===== src/rtl/if_fetch_unit.sv =====
// Instruction-fetch stage: owns the PC, issues single-outstanding fetches over a
// req/ack handshake and buffers responses in a small FIFO in front of IF/ID.
module if_fetch_unit #(
  parameter logic [31:0] RESET_PC = 32'h0000_0000,
  parameter int unsigned DEPTH    = 2
) (
  input  logic        clk_i,
  input  logic        rst_i,
  output logic        imem_req_o,
  output logic [31:0] imem_addr_o,
  input  logic        imem_ack_i,
  input  logic [31:0] imem_rdata_i,
  input  logic        stall_i,
  input  logic        redirect_i,
  input  logic [31:0] redirect_pc_i,
  output logic        valid_o,
  output logic [31:0] instr_o,
  output logic [31:0] pc_o
);

  localparam int unsigned AW = (DEPTH > 1) ? $clog2(DEPTH) : 1;
  localparam int unsigned CW = AW + 1;
  localparam logic [CW-1:0] FULL = CW'(DEPTH);

  typedef enum logic [1:0] {
    IDLE,
    FETCH,
    WAIT,
    DRAIN
  } state_t;

  state_t        state, state_nxt;
  logic [31:0]   fetch_pc, fetch_pc_nxt;
  logic [31:0]   drain_pc;
  logic [31:0]   redirect_target;
  logic          unused_low_bits;

  logic [31:0]   pc_mem    [DEPTH];
  logic [31:0]   instr_mem [DEPTH];
  logic [AW-1:0] wr_ptr, rd_ptr;
  logic [CW-1:0] count, count_after;
  logic          push, pop;

  assign redirect_target = {redirect_pc_i[31:2], 2'b00};
  assign unused_low_bits = ^redirect_pc_i[1:0];

  assign valid_o     = (count != '0);
  assign push        = (state == FETCH) && imem_ack_i && !redirect_i;
  assign pop         = valid_o && !stall_i && !redirect_i;
  assign count_after = count + CW'(push) - CW'(pop);

  always_ff @(posedge clk_i) begin
    if (rst_i) begin
      state    <= IDLE;
      fetch_pc <= RESET_PC;
    end else begin
      state    <= state_nxt;
      fetch_pc <= fetch_pc_nxt;
    end
  end

  always_comb begin
    state_nxt    = state;
    fetch_pc_nxt = fetch_pc;
    unique case (state)
      IDLE:  state_nxt = FETCH;
      FETCH: begin
        if (imem_ack_i) begin
          fetch_pc_nxt = fetch_pc + 32'd4;
          state_nxt    = (count_after == FULL) ? WAIT : FETCH;
        end
      end
      WAIT:  if (count < FULL) state_nxt = FETCH;
      DRAIN: if (imem_ack_i) state_nxt = FETCH;
      default: state_nxt = IDLE;
    endcase
    // An unacked request must still complete at its old address, so it drains
    // while fetch_pc already holds the redirect target.
    if (redirect_i) begin
      fetch_pc_nxt = redirect_target;
      state_nxt    = ((state == FETCH || state == DRAIN) && !imem_ack_i) ? DRAIN : FETCH;
    end
  end

  always_comb begin
    imem_req_o  = (state == FETCH) || (state == DRAIN);
    imem_addr_o = (state == DRAIN) ? drain_pc : fetch_pc;
  end

  always_ff @(posedge clk_i) begin
    if (rst_i) begin
      count    <= '0;
      wr_ptr   <= '0;
      rd_ptr   <= '0;
      drain_pc <= RESET_PC;
    end else if (redirect_i) begin
      count  <= '0;
      wr_ptr <= '0;
      rd_ptr <= '0;
      if (state == FETCH && !imem_ack_i) drain_pc <= fetch_pc;
    end else begin
      if (push) begin
        pc_mem[wr_ptr]    <= fetch_pc;
        instr_mem[wr_ptr] <= imem_rdata_i;
        wr_ptr            <= wr_ptr + AW'(1);
      end
      if (pop) rd_ptr <= rd_ptr + AW'(1);
      count <= count_after;
    end
  end

  assign instr_o = valid_o ? instr_mem[rd_ptr] : '0;
  assign pc_o    = valid_o ? pc_mem[rd_ptr]    : '0;

endmodule

===== config.mk =====
export PLATFORM = sky130hd
export DESIGN_NAME = if_fetch_unit
export DESIGN_NICKNAME = d
export VERILOG_FILES = /design/src/rtl/if_fetch_unit.sv
export SDC_FILE = /design/constraint.sdc
export NUM_CORES = 1
export LEC_CHECK = 0
export ABC_AREA = 1
export CORE_AREA = 5 5 174 176
export DETAILED_ROUTE_END_ITERATION = 6
export DIE_AREA = 0 0 179 181
export PLACE_DENSITY_LB_ADDON = 0.08
export SYNTH_ARGS = -nofsm -noshare
export SYNTH_HDL_FRONTEND = slang
export SYNTH_SLANG_ARGS = --single-unit

===== constraint.sdc =====
create_clock -name clk_i -period 7.3 [get_ports clk_i]
set_clock_uncertainty 0.05 [all_clocks]
set_input_delay 1.46 -clock clk_i [delete_from_list [all_inputs] [get_ports clk_i]]
set_output_delay 1.46 -clock clk_i [all_outputs]
set_load 0.05 [all_outputs]

# Yosys cells after proc, flatten, opt, wreduce, memory -nomap -nowiden
# Memories as Yosys holds them, arrays and structs flattened. A register that Yosys moved wholly into a read port is not among the register bits.
# Cells that the tools add are included.
[totals]
n_memories = 2
word_cells = 62
romBits = 0
in_bits = 69
register_bits = 70
latch_bits = 0
ram_bits = 128
[op_classes]
order_cmp = 1
bitwise_logic = 0
n_shift = 0
n_reduce_logical = 19
n_mul = 0
addsub = 5
muxes = 21
n_eq_ne = 7
div = 0
[mem_list]
columns = ["memory", "depth", "word_bits", "rd", "rd_clocked_by_memory_dff", "write_ports", "line", "rtl"]
rows = [
  ["instr_mem", 2, 32, 1, 1, 1, "39", "logic [31:0] instr_mem [DEPTH];"],
  ["pc_mem", 2, 32, 1, 1, 1, "38", "logic [31:0] pc_mem [DEPTH];"],
]
[op_table]
columns = ["cell", "count"]
rows = [
  ["$mux W32", 6],
  ["$add A32 B3 Y32 const B", 1],
  ["$mux W2", 6],
  ["$ne A3 B3 Y1 const B", 3],
  ["$mux W1", 8],
  ["$pmux W2 S4", 1],
  ["$eq A2 B2 Y1 const B", 3],
  ["$logic_and A1 B1 Y1", 6],
  ["$reduce_and A2 Y1", 3],
  ["$reduce_bool A2 Y1", 3],
  ["$logic_not A1 Y1", 3],
  ["$reduce_and A3 Y1", 1],
  ["$add A1 B1 Y1 const B", 2],
  ["$add A2 B1 Y2", 1],
  ["$eq A2 B1 Y1 const B", 1],
  ["$logic_not A2 Y1", 1],
  ["$lt A2 B2 Y1 const B", 1],
  ["$reduce_or A2 Y1", 1],
  ["$sub A2 B1 Y2", 1],
  ["$logic_or A1 B1 Y1", 1],
]

# Logic depth before layout (Yosys ltp)
[logic_depth]
depth_word = 10
depth_mapped = 13

# Worst setup path after synthesis
# OpenSTA, ideal clock, no wires.
[synth_timing]
kind = "input port to flip-flop"
from = "input port redirect_i"
to = "memory instr_mem[0][0] (enable)"
path_slack_ns = 0.546
t_required_ns = 6.691
path_buffers = 1
cell_stages = 4
arrival_ns = 6.145
path_cell_list = "clkbuf_1 > nor2_1 > inv_1 > nor3_1"
[synth_via]
elab_chain_cells = 6
[synth_lines]
columns = ["item", "line", "rtl"]
rows = [
  ["from (decl)", "14", "input logic redirect_i,"],
  ["$logic_not A1 Y1", "48", "assign push = (state == FETCH) && imem_ack_i && !redirect_i;"],
  ["$logic_and A1 B1 Y1", "48", ""],
  ["$mux W1", "102", "if (push) begin"],
  ["$mux W1 *", "96", "end else if (redirect_i) begin"],
  ["$mux W1 *", "91", "if (rst_i) begin"],
  ["$mux W1 (implied by the code) *", "104", "instr_mem[wr_ptr] <= imem_rdata_i;"],
  ["to (decl)", "39", ""],
]
# Every way passes the cells marked *; elsewhere a longest branch is shown, timed or not.

==> results.py <==
metrics = {
    "clocking": {
        "cts_buffers": 17,
        "hold_buffers": 0,
        "clkLatencyLatePin_ps": 430,
        "clock_path_buffers": 2,
        "cts-root-buf": "clkbuf_16",
        "cts_max_level": 4,
        "cts_resized": 0,
        "cts.sinks": 191,
        "post-cts-setup-buffer-count": 0,
        "path_clk_slew_ps": 70,
        "cts_tree": "yes",
    },
    "worst_setup_path": {
        "worst-path-stages": 6,
        "arrival_ps": 3080,
        "cp_common_cell": "buf_4",
        "r2r-end": "state[1]",
        "worstSetupStartpointType": "flop",
        "r2r_cells": 11,
        "crit_type": "reg -> out",
        "cp_top_family": "buffers and inverters",
        "worstPathCellList": "buf_4 > inv_2 > buf_4 > nand2_1 > a21oi_1 > clkdlybuf4s50_1",
        "rr_startpoint": "state[0]",
        "critPathSlowestCell": "clkdlybuf4s50_1",
        "crit_fanout": 34,
        "slowest_delay_ps": 850,
        "endpoint": "instr_o[0]",
        "end_kind": "output pin",
        "ff2ff_setup_slack_ps": 4020,
        "critical_path_required_ps": 5790,
        "path_buf_inv": 4,
    },
    "placement": {
        "dp_slack_ps": 2450,
        "globalplace.congestion": 0.810,
        "dp_hpwl_mm": 16.1,
        "io_buffers": 160,
    },
    "die": {
        "die_width_um": 179,
        "chipHeight_um": 181,
        "dieArea_um2": 32400,
        "fp-row-count": 62,
        "core-area_um2": 28500,
        "initial_core_util_pct": 29.4,
        "io_pins": 167,
    },
    "global_routing": {
        "grt-ovfl-total": 0,
        "grt_pass1_vias": 6476,
        "antenna_found_initial": 0,
        "track_usage_pct": 14.7,
        "grt_max_degree": 64,
        "grt_pass1_wl_mm": 37.1,
    },
    "power_and_ir_drop": {
        "power_density_nw_per_um2": 222,
        "combPwrFrac_pct": 11.0,
        "power_frac_seq_pct": 49.7,
        "ir_drop_uv": 128,
        "power.leakage_uw": 0.00397,
        "p_sw_share_pct": 25.2,
        "p_switching_uw": 611,
        "clkPwrFrac_pct": 39.3,
        "p_int_uw": 1810,
    },
    "route": {
        "drt_iter0_drc": 305,
        "drc": 0,
        "wl_mm": 23.9,
        "first_pass_iters": 7,
        "wire_per_inst_um": 16.4,
        "vias": 6626,
        "ant_nets": 0,
        "vias_per_cell": 4.54,
    },
    "timing": {
        "hold_viol": 0,
        "fin_hold_ws_ps": 424,
        "setup_violations": 0,
        "worstMarginPinSlew_ps": 1030,
        "finalCriticalPeriod_ps": 4590,
        "rsz0062_at_grt": "no",
        "slew_headroom_pct": 31.4,
        "min_period_over_period_pct": 62.9,
        "max_freq_mhz": 218,
        "drv_slew": 0,
        "fin_ws_ps": 2710,
        "fin_tns_setup_ps": 0,
    },
    "layout": {
        "syn2layout_area_growth_pct": 30.5,
        "nets": 1136,
        "antenna_cells": 0,
        "layout-drive-gt1-share_pct": 7.15,
    },
    "synth": {
        "synthTopCellsByCount": "nand2_1 (254), a21oi_1 (140), edfxtp_1 (124), nor2_1 (93), dfxtp_1 (67)",
        "yosysSeqAreaShare_pct": 60.5,
        "synth_top_area_cell": "edfxtp_1",
        "synth_edf_count": 124,
        "synthCells": 921,
        "synth.top_cell.area_share_pct": 44.5,
        "ys_ff_latch": 191,
        "synth_most_common_cell": "nand2_1",
        "synthArstFlopShare_pct": 0,
        "netlist_area_um2": 8380,
        "synth.distinct_cells": 35,
        "synth.avg_cell_area_um2": 9.09,
        "synthTopCellsByArea": "edfxtp_1 (44%), dfxtp_1 (16%), nand2_1 (11%)",
        "synth.yosys.warnings": 0,
        "synthFlopType": "edfxtp_1",
    },
    "run": {
        "maxCapViolations": 0,
    },
    "hold_path": {
        "worstHoldPathCells": 2,
        "hp-class": "reg -> reg",
    },
    "outcome": {
        "status": "completed",
    },
}
routing by layer:
layer	track usage [%]	up-vias	wire (um)
met1	21.0	3085	11700
met3	2.99	17	1100
met4	3.35	0	304
met2	22.9	166	10800
met5	0	-	0
li1	-	3358	-
sequential cells by signal, summed over array words and instances (netlist names), named ones only:
name and cells:
instr_mem 64, fetch_pc 30, rd_ptr 1, drain_pc 30
count 2, state 2, pc_mem 60, wr_ptr 1
metrics by stage:
| stage | power (uW) | utilization, % | std cells | area [um^2] |
|---|---|---|---|---|
| after floorplan | 1380 | - | 924 | 8390 |
| after global placement | 1500 | 36.3 | 1429 | 10300 |
| after detailed placement | 1500 | 36.3 | 1429 | 10300 |
| after CTS | 2460 | 38.4 | 1461 | 10900 |
| after global routing | 2530 | 38.4 | 1461 | 10900 |
| final | 2430 | 38.4 | 1461 | 10900 |
placed cells by master (no fill, tap or decap), types with 3 or more instances in the layout:
master / n
inv_1: 52
o21ai_1: 21
nand2_2: 3
edfxtp_1: 124
nand2_1: 253
xor2_1: 10
inv_6: 3
nand3_1: 24
a21oi_1: 140
nor2_2: 9
clkdlybuf4s50_1: 160
clkbuf_16: 17
ha_1: 3
conb_1: 4
o21ai_0: 31
dfxtp_1: 66
nand4_1: 3
a31oi_1: 7
nor2_1: 92
buf_4: 8
mux2_2: 5
inv_2: 10
nor2_4: 6
bufinv_16: 3
power by group through the flow:
stage | Clock (uW) | Combinational [uW] | Sequential, uW
after global placement | 0 | 269 | 1230
after detailed placement | 0 | 270 | 1230
after CTS | 988 | 271 | 1210
after floorplan | 0 | 165 | 1220
final | 953 | 268 | 1210
after global routing | 1030 | 290 | 1210
worst min-delay path: cells and delay by family (launching register included):
family                 cells  cell delay (ps)
AOI/OAI and AO/OA          1               60
DFF                        1              300
buffers and inverters      1               70
final cells by class:
type	count	area, um^2
fillers	2951	17500
well taps	384	480
repair buffers	168	1660
inverters	63	239
clock inverters	13	161
clock buffers	19	433
flip-flops and latches	191	5070
multi-input cells	623	2890
cells by family after synthesis:
kind of cell             count (synthesis)  synth area share (%)
adder cells (fa/ha/maj)                  3                 0.448
AO/OA/AOI/OAI                          202                  12.3
AND/OR/NAND/NOR                        398                  19.5
XOR/XNOR                                11                  1.15
other                                    1                0.0448
multiplexers                             5                 0.672
buffers and inverters                  110                  5.44
flip-flops                             191                  60.5
how the worst min path moves through the flow:
stage          slack [ps]      to   start
3_3_place_gp          410    flop  rd_ptr
3_5_place_dp          410    flop  rd_ptr
5_1_grt               450  rd_ptr  rd_ptr
6_report              420    flop  rd_ptr
4_1_cts               420    flop  rd_ptr
2_1_floorplan         400    flop  rd_ptr
(Power assumes the default switching activity.)
